<file path="src/rtl/seq_pattern_gen.sv">
// seq_pattern_gen: run-time programmable serial bit-pattern generator on a valid/ready stream.
// Optional PRBS7 mode is compiled in when the macro SEQGEN_PRBS_EN is defined.
module seq_pattern_gen #(
    parameter int unsigned        MAX_LEN     = 16,
    parameter logic [MAX_LEN-1:0] DEFAULT_PAT = 16'h000B,
    parameter int unsigned        DEFAULT_LEN = 6,
    localparam int unsigned       LW          = $clog2(MAX_LEN + 1)
) (
    input  logic               clk,
    input  logic               rst,
    input  logic               cfg_load,
    input  logic [MAX_LEN-1:0] cfg_pattern,
    input  logic [LW-1:0]      cfg_len,
    input  logic [1:0]         cfg_mode,
    input  logic               start,
    input  logic               stop,
    input  logic               out_ready,
    output logic               out_valid,
    output logic               out_data,
    output logic               out_last,
    output logic               busy,
    output logic               cfg_err
);

    localparam logic [1:0] MODE_CYC  = 2'b00;
    localparam logic [1:0] MODE_ONE  = 2'b01;
    localparam logic [1:0] MODE_PRBS = 2'b10;

    typedef enum logic {IDLE = 1'b0, RUN = 1'b1} state_t;

    state_t             state, state_n;
    logic [MAX_LEN-1:0] pat, pat_n, eff_pat_c;
    logic [LW-1:0]      len, len_n, eff_len_c;
    logic [LW-1:0]      idx, idx_n;
    logic [1:0]         mode, mode_n, eff_mode_c;
    logic               valid_n, data_n, last_n, busy_n, err_n;
    logic               load_ok_c, accept_c;
`ifdef SEQGEN_PRBS_EN
    logic [6:0]         lfsr, lfsr_n, cnt, cnt_n, seed_c;
`endif

    // Select pattern bit i without a width-mismatched variable bit-select.
    function automatic logic bit_at(input logic [MAX_LEN-1:0] p, input logic [LW-1:0] i);
        logic [MAX_LEN-1:0] s;
        s = p >> i;
        return s[0];
    endfunction

    // Load legality and the configuration a same-cycle start should use.
    always_comb begin
        load_ok_c = (cfg_len != '0) && (cfg_len <= LW'(MAX_LEN));
`ifdef SEQGEN_PRBS_EN
        if (cfg_mode == 2'b11) load_ok_c = 1'b0;
`else
        if (cfg_mode[1]) load_ok_c = 1'b0;
`endif
        if (cfg_load && load_ok_c) begin
            eff_pat_c  = cfg_pattern;
            eff_len_c  = cfg_len;
            eff_mode_c = cfg_mode;
        end else begin
            eff_pat_c  = pat;
            eff_len_c  = len;
            eff_mode_c = mode;
        end
    end

    assign accept_c = out_valid & out_ready;

    // Next-state and next-output logic.
    always_comb begin
        state_n = state;
        pat_n   = pat;
        len_n   = len;
        mode_n  = mode;
        idx_n   = idx;
        valid_n = out_valid;
        data_n  = out_data;
        last_n  = out_last;
        busy_n  = busy;
        err_n   = 1'b0;
`ifdef SEQGEN_PRBS_EN
        lfsr_n  = lfsr;
        cnt_n   = cnt;
        seed_c  = (eff_pat_c[6:0] == 7'd0) ? 7'h7F : eff_pat_c[6:0];
`endif
        case (state)
            IDLE: begin
                if (cfg_load) begin
                    if (load_ok_c) begin
                        pat_n  = cfg_pattern;
                        len_n  = cfg_len;
                        mode_n = cfg_mode;
                    end else begin
                        err_n = 1'b1;
                    end
                end
                if (start && !stop) begin
                    state_n = RUN;
                    valid_n = 1'b1;
                    busy_n  = 1'b1;
                    idx_n   = eff_len_c - LW'(1);
                    data_n  = bit_at(eff_pat_c, idx_n);
                    last_n  = (idx_n == '0);
`ifdef SEQGEN_PRBS_EN
                    if (eff_mode_c == MODE_PRBS) begin
                        lfsr_n = seed_c;
                        cnt_n  = 7'd126;
                        data_n = seed_c[6];
                        last_n = 1'b0;
                    end
`endif
                end
            end
            RUN: begin
                if (stop || (accept_c && (mode == MODE_ONE) && out_last)) begin
                    state_n = IDLE;
                    valid_n = 1'b0;
                    data_n  = 1'b0;
                    last_n  = 1'b0;
                    busy_n  = 1'b0;
                end else if (accept_c) begin
                    idx_n  = (idx == '0) ? (len - LW'(1)) : (idx - LW'(1));
                    data_n = bit_at(pat, idx_n);
                    last_n = (idx_n == '0);
`ifdef SEQGEN_PRBS_EN
                    // x^7 + x^6 + 1, maximal length 127; cnt marks the period end.
                    if (mode == MODE_PRBS) begin
                        lfsr_n = {lfsr[5:0], lfsr[6] ^ lfsr[5]};
                        cnt_n  = (cnt == 7'd0) ? 7'd126 : (cnt - 7'd1);
                        data_n = lfsr_n[6];
                        last_n = (cnt_n == 7'd0);
                    end
`endif
                end
            end
            default: state_n = IDLE;
        endcase
    end

    // State and output registers.
    always_ff @(posedge clk) begin
        if (rst) begin
            state     <= IDLE;
            pat       <= DEFAULT_PAT;
            len       <= LW'(DEFAULT_LEN);
            mode      <= MODE_CYC;
            idx       <= '0;
            out_valid <= 1'b0;
            out_data  <= 1'b0;
            out_last  <= 1'b0;
            busy      <= 1'b0;
            cfg_err   <= 1'b0;
`ifdef SEQGEN_PRBS_EN
            lfsr      <= 7'd0;
            cnt       <= 7'd0;
`endif
        end else begin
            state     <= state_n;
            pat       <= pat_n;
            len       <= len_n;
            mode      <= mode_n;
            idx       <= idx_n;
            out_valid <= valid_n;
            out_data  <= data_n;
            out_last  <= last_n;
            busy      <= busy_n;
            cfg_err   <= err_n;
`ifdef SEQGEN_PRBS_EN
            lfsr      <= lfsr_n;
            cnt       <= cnt_n;
`endif
        end
    end

endmodule
</file>
<file path="config.mk">
export PLATFORM = sky130hd
export DESIGN_NAME = seq_pattern_gen
export DESIGN_NICKNAME = d
export VERILOG_FILES = /design/src/rtl/seq_pattern_gen.sv
export SDC_FILE = /design/constraint.sdc
export NUM_CORES = 1
export LEC_CHECK = 0
export CAP_MARGIN = 25
export CORE_MARGIN = 4
export CORE_UTILIZATION = 35
export CTS_CLUSTER_DIAMETER = 40
export DETAILED_ROUTE_END_ITERATION = 8
export GPL_TIMING_DRIVEN = 1
export PLACE_DENSITY = 0.69
export REMOVE_ABC_BUFFERS = 1
export SYNTH_ARGS = -nofsm -noshare
export SYNTH_HDL_FRONTEND = slang
export SYNTH_SLANG_ARGS = --single-unit
</file>
<file path="constraint.sdc">
create_clock -name clk -period 3.35 [get_ports clk]
set_clock_uncertainty 0.15 [all_clocks]
set_input_delay 0.67 -clock clk [delete_from_list [all_inputs] [get_ports clk]]
set_output_delay 0.67 -clock clk [all_outputs]
set_load 0.01 [all_outputs]
</file>
# Yosys cells after proc, flatten, opt, wreduce, memory -nomap -nowiden
# Cells that the tools add are included.
[classes]
add_sub_neg = 3
order_cmp = 1
eq_ne = 6
shift = 2
n_mux = 23
bitwise_logic = 3
reduce_logical = 16
[op_table]
columns = ["cell", "n"]
rows = [
  ["16-bit by 5-bit right shift with 1-bit output", 2],
  ["5-bit 2-to-1 mux", 5],
  ["16-bit 2-to-1 mux", 1],
  ["5-bit logical NOT", 3],
  ["5-bit by 1-bit subtractor with 5-bit output, second input constant", 3],
  ["1-bit 2-to-1 mux", 12],
  ["5-bit case mux with 2 select lines", 1],
  ["1-bit case mux with 2 select lines", 4],
  ["3-bit AND reduction", 2],
  ["5-bit less-or-equal comparator, second input constant", 1],
  ["1-bit logical AND", 5],
  ["5-bit nonzero test", 1],
  ["2-bit by 1-bit != test with 1-bit output, second input constant", 2],
  ["2-bit != test, second input constant", 2],
  ["2-bit AND reduction", 2],
  ["3-bit by 1-bit != test with 1-bit output, second input constant", 1],
  ["3-bit OR reduction", 1],
  ["2-bit by 1-bit == test with 1-bit output, second input constant", 1],
  ["1-bit NOT", 2],
  ["1-bit bitwise AND", 1],
  ["1-bit logical NOT", 1],
  ["1-bit logical OR", 1],
]
[totals]
reg_bits = 33
input_bits = 29
out_inout_bits = 5

# Longest topological paths before layout
[depth]
ltp_word = 9
mapped_depth = 11
mapped_depth_nobuf = 10

# Least setup slack after synthesis
# OpenSTA, ideal clock, no wires.
[synth_timing]
path_type = "input -> register"
startpoint = "input port cfg_len[0]"
endpoint = "register out_data"
arrival_time_ns = 3.393
t_required_ns = 3.107
slack_ns = -0.286
cell_stages = 11
n_path_buf = 2
path_cell_list = "nor4_4 > mux2i_2 > buf_6 > buf_4 > mux2i_1 > ha_1 > inv_1 > mux4_2 > nand3_1 > nand2_1 > o311ai_2"
[synth_between]
elab_chain_cells = 9
elab_cells_between_ends = 11
classes_between = "1 x add/sub; 1 x order compare; 1 x shift; 5 x mux; 3 x reduce/logical"
[synth_lines]
columns = ["element", "line_no", "text"]
rows = [
  ["from (decl)", "13", "input logic [LW-1:0] cfg_len,"],
  ["5-bit less-or-equal comparator / 5-bit nonzero test (equally long branches)", "51", "load_ok_c = (cfg_len != '0) && (cfg_len <= LW'(MAX_LEN));"],
  ["1-bit logical AND", "51", ""],
  ["1-bit 2-to-1 mux", "55", "if (cfg_mode[1]) load_ok_c = 1'b0;"],
  ["1-bit logical AND", "57", "if (cfg_load && load_ok_c) begin"],
  ["5-bit 2-to-1 mux", "57", ""],
  ["5-bit by 1-bit subtractor with 5-bit output", "102", "idx_n = eff_len_c - LW'(1);"],
  ["16-bit by 5-bit right shift with 1-bit output (*)", "45", "s = p >> i;"],
  ["1-bit 2-to-1 mux (*)", "98", "if (start && !stop) begin"],
  ["1-bit case mux with 2 select lines (*)", "87", "case (state)"],
  ["to (signal assigned)", "165", "out_data <= data_n;"],
  ["to (decl)", "19", "output logic out_data,"],
]
# Every way passes the cells marked *; elsewhere a longest branch is shown, timed or not. The select of a mux whose other input is x is not followed.
# A chain may end at the register's enable or synchronous reset.

# Worst setup path in the final report
[layout_timing]
startpoint = "input port cfg_load"
endpoint = "register out_data"
[layout_between]
elab_chain_cells = 6
elab_cells_between_ends = 7
classes_between = "1 x add/sub; 1 x shift; 4 x mux; 1 x reduce/logical"
[layout_lines]
columns = ["element", "line_no", "text"]
rows = [
  ["from (decl)", "11", "input logic cfg_load,"],
  ["1-bit logical AND (*)", "57", ""],
  ["5-bit 2-to-1 mux", "57", ""],
  ["5-bit by 1-bit subtractor with 5-bit output", "102", ""],
  ["16-bit by 5-bit right shift with 1-bit output (*)", "45", ""],
  ["1-bit 2-to-1 mux (*)", "98", ""],
  ["1-bit case mux with 2 select lines (*)", "87", ""],
]
# Marks and branches as above.

==> summary.json <==
{
  "worst-slew-pin-transition": {"value": 0.641, "unit": "ns"},
  "timing.critical_path.arrival": {"value": 3.28, "unit": "ns"},
  "synth_cell_types": {"value": 46},
  "synthToLayoutAreaGrowth": {"value": 33.9, "unit": "%"},
  "buffer_ports.inserted": {"value": 33},
  "cp_launch_type": {"value": "primary input"},
  "hold_viol": {"value": 0},
  "postCtsSetupRepairBufs": {"value": 0},
  "rsz0062_at_grt": {"value": "no"},
  "io_pins": {"value": 34},
  "fp.dieW": {"value": 85.3, "unit": "µm"},
  "die_area": {"value": 7270, "unit": "µm²"},
  "clock_insertion_delay_at_the_later_pin_of_the_skew_report": {"value": 0.29, "unit": "ns"},
  "critical_path.n_buffers_inverters": {"value": 2},
  "pin_count_of_the_biggest_net_entering_global_routing": {"value": 33},
  "chain_of_cells_forming_the_critical_path": {"value": "clkdlybuf4s50_1 > or3b_4 > mux2i_4 > mux2i_2 > ha_1 > inv_2 > mux4_2 > nand3_1 > nand2_1 > o311ai_2"},
  "leading_register_cell_type_out_of_synthesis": {"value": "sky130_fd_sc_hd__dfxtp_1"},
  "cts_max_level": {"value": 2},
  "standard_cell_row_count": {"value": 27},
  "clk_path_buf_depth": {"value": 2},
  "setup_total_negative_slack": {"value": 0, "unit": "ns"},
  "place_area": {"value": 2650, "unit": "µm²"},
  "synth.cell_area": {"value": 2090, "unit": "µm²"},
  "setup_viols_final": {"value": 0},
  "synth_seq_cells": {"value": 33},
  "antenna_cells": {"value": 0},
  "drtPass1Iterations": {"value": 4},
  "path_max_fanout": {"value": 2},
  "core_ar": {"value": 5640, "unit": "µm²"},
  "tritoncts_buffers": {"value": 5},
  "critical_path.max_stage_delay": {"value": 0.48, "unit": "ns"},
  "critical_path.top_delay_family": {"value": "multiplexers"},
  "worstPathRequired": {"value": 3.40, "unit": "ns"},
  "regToRegStartpoint": {"value": "idx[4]"},
  "worst_setup_path_startpoint": {"value": "cfg_load"},
  "async_reset_ff_share": {"value": 0, "unit": "%"},
  "die_h": {"value": 85.3, "unit": "µm"},
  "ant_nets": {"value": 0},
  "cp-end-kind": {"value": "register"},
  "global_route.usage.total": {"value": 15.5, "unit": "%"},
  "static-leakage-power": {"value": 1.06, "unit": "nW"},
  "synth.area.top_cells": {"value": "sky130_fd_sc_hd__dfxtp_1 (32%), sky130_fd_sc_hd__nand2_1 (11%), sky130_fd_sc_hd__mux2i_1 (7.7%), sky130_fd_sc_hd__a21oi_1 (6.5%), sky130_fd_sc_hd__mux4_2 (5.4%)"},
  "vias": {"value": 2025},
  "cap_viol_max_count": {"value": 0},
  "final_max_slew_viol_count": {"value": 0},
  "crit_path_top_delay_cell": {"value": "sky130_fd_sc_hd__mux4_2"},
  "wl_per_cell": {"value": 14.1, "unit": "µm"},
  "place_congestion": {"value": 0.860},
  "post_synth_most_frequent_cells": {"value": "sky130_fd_sc_hd__nand2_1 (60), sky130_fd_sc_hd__dfxtp_1 (33), sky130_fd_sc_hd__a21oi_1 (27)"},
  "hp-start": {"value": "mode[0]"},
  "grt_antenna_before_repair": {"value": 0},
  "remaining_drc_errors": {"value": 0},
  "finish.net_count": {"value": 348},
  "synth.largest_area_cell": {"value": "sky130_fd_sc_hd__dfxtp_1"},
  "critPathKind": {"value": "primary input to register"},
  "wirelength": {"value": 5.49, "unit": "mm"},
  "worst-r2r-setup-slack": {"value": 0.64, "unit": "ns"},
  "drive_above_1_share": {"value": 16.5, "unit": "%"},
  "post-route-period-util": {"value": 96.6, "unit": "%"},
  "final_core_util": {"value": 49.6, "unit": "%"},
  "cts_tree": {"value": "done"},
  "hpwlAfterDp": {"value": 4.06, "unit": "mm"},
  "min_path_type": {"value": "register to register"},
  "maxSlewHeadroom": {"value": 56.8, "unit": "%"},
  "grt_overflow_total": {"value": 0},
  "synth-edff-count": {"value": 0},
  "initialDrtViolationCount": {"value": 122},
  "irDropWorstVdd": {"value": 0.227, "unit": "mV"},
  "numClockSinks": {"value": 33},
  "ys_warn_count": {"value": 0},
  "cts.root.buffer_cell": {"value": "sky130_fd_sc_hd__clkbuf_8"},
  "synthesis.instances": {"value": 261},
  "power_density": {"value": 399, "unit": "nW/µm²"},
  "final.min_clock_period": {"value": 3.23, "unit": "ns"},
  "first_pass_grt_wire_length": {"value": 9.26, "unit": "mm"},
  "initial_utilization": {"value": 37.1, "unit": "%"},
  "syn-mean-instance-area": {"value": 8.01, "unit": "µm²"},
  "ys_seq_area_share": {"value": 31.6, "unit": "%"},
  "worst_setup_hold_path_clk_slew": {"value": 0.07, "unit": "ns"},
  "synth_top_area_share": {"value": 31.6, "unit": "%"},
  "yosys.cell_count.top_type": {"value": "sky130_fd_sc_hd__nand2_1"},
  "vias_per_cell": {"value": 5.22},
  "status": {"value": "completed"},
  "number_of_global_route_vias_before_repair": {"value": 2015},
  "finish.instance_area": {"value": 2800, "unit": "µm²"},
  "fmax": {"value": 0.309, "unit": "GHz"}
}
-- metal layers --
metal	vias up	track usage, %	part of all wire [%]
met5	-	0	0
met4	0	5.61	1.6
met3	11	2.62	3.8
met2	43	26.3	49
met1	937	19.7	46
li1	1034	-	-
-- power breakdown --
part           leakage [nW]  switching (W)  internal, W  total [W]
clock                0.0585       0.000153     0.000243   0.000396
combinational         0.733       0.000141     0.000146   0.000287
sequential            0.269      0.0000210     0.000412   0.000433
total                  1.06       0.000315     0.000801    0.00112
-- logic make-up after synthesis --
kind of cell | share of synthesized area (%)
and+or+nand+nor | 24.1
AOI/OAI and AO/OA | 18.3
DFF | 31.6
muxes | 15.3
buffers and inverters | 4.73
xor gates and xnor gates | 3.65
adders and majority gates | 2.39
-- timing repair --
item                                    4_1_cts  5_1_grt
hold buffers                                  0        0
resized for setup                             0        9
endpoints found under the setup margin        0        2
-- stage by stage --
step	cells	hold slack [ns]	worst slack, ns	power [W]
2_1_floorplan	249	0.280	-0.632	0.000594
3_3_place_gp	380	0.295	-0.195	0.000719
3_5_place_dp	380	0.305	-0.236	0.000723
4_1_cts	388	0.315	0.0581	0.00112
5_1_grt	388	0.343	0.00229	0.00117
6_report	388	0.317	0.115	0.00112
-- worst paths after layout --
path	end	cells past startpoint
min	mode[0]	2
max reg2reg	out_data	9
max	out_data	10
min reg2reg	mode[0]	2
-- worst register-to-register path, cell delays in order, from the launching register on --
cell                       delay (ns)
sky130_fd_sc_hd__dfxtp_1         0.35
sky130_fd_sc_hd__nor3_1          0.30
sky130_fd_sc_hd__a31oi_1         0.12
sky130_fd_sc_hd__buf_4           0.19
sky130_fd_sc_hd__ha_1            0.45
sky130_fd_sc_hd__mux4_2          0.53
sky130_fd_sc_hd__mux2i_1         0.19
sky130_fd_sc_hd__nand2_1         0.07
sky130_fd_sc_hd__o211ai_1        0.11
sky130_fd_sc_hd__o311ai_2        0.13
-- layout make-up --
class                           instances  area [µm²]
Inverter                               10        37.5
Clock inverter                          1        30.0
Clock buffer                            7        86.3
Multi-Input combinational cell        206        1360
Timing Repair Buffer                   59         537
Tap cell                               72        90.1
Fill cell                             531        2840
Sequential cell                        33         661
-- placed cells by master, fill, tap and decap left out, drive strengths merged, types with 5 or more instances in the layout --
| master | netlist | layout |
|---|---|---|
| nand3 | 6 | 6 |
| mux2i | 17 | 17 |
| buf | 4 | 26 |
| a211oi | 5 | 5 |
| inv | 10 | 10 |
| nand3b | 6 | 6 |
| clkbuf | 8 | 7 |
| nor3 | 6 | 6 |
| a21oi | 28 | 28 |
| nor2 | 15 | 15 |
| nand2 | 60 | 60 |
| clkdlybuf4s50 | 0 | 30 |
| o21ai | 11 | 11 |
| mux4 | 5 | 5 |
| dfxtp | 33 | 33 |
-- registers in the layout (all words and copies together), names as in the netlist --
| register | cells |
|---|---|
| busy | 1 |
| out_data | 1 |
| mode | 2 |
| state | 1 |
| out_last | 1 |
| idx | 5 |
| len | 5 |
| pat | 16 |
| cfg_err | 1 |
No activity file was read; power rests on OpenSTA's default activity.
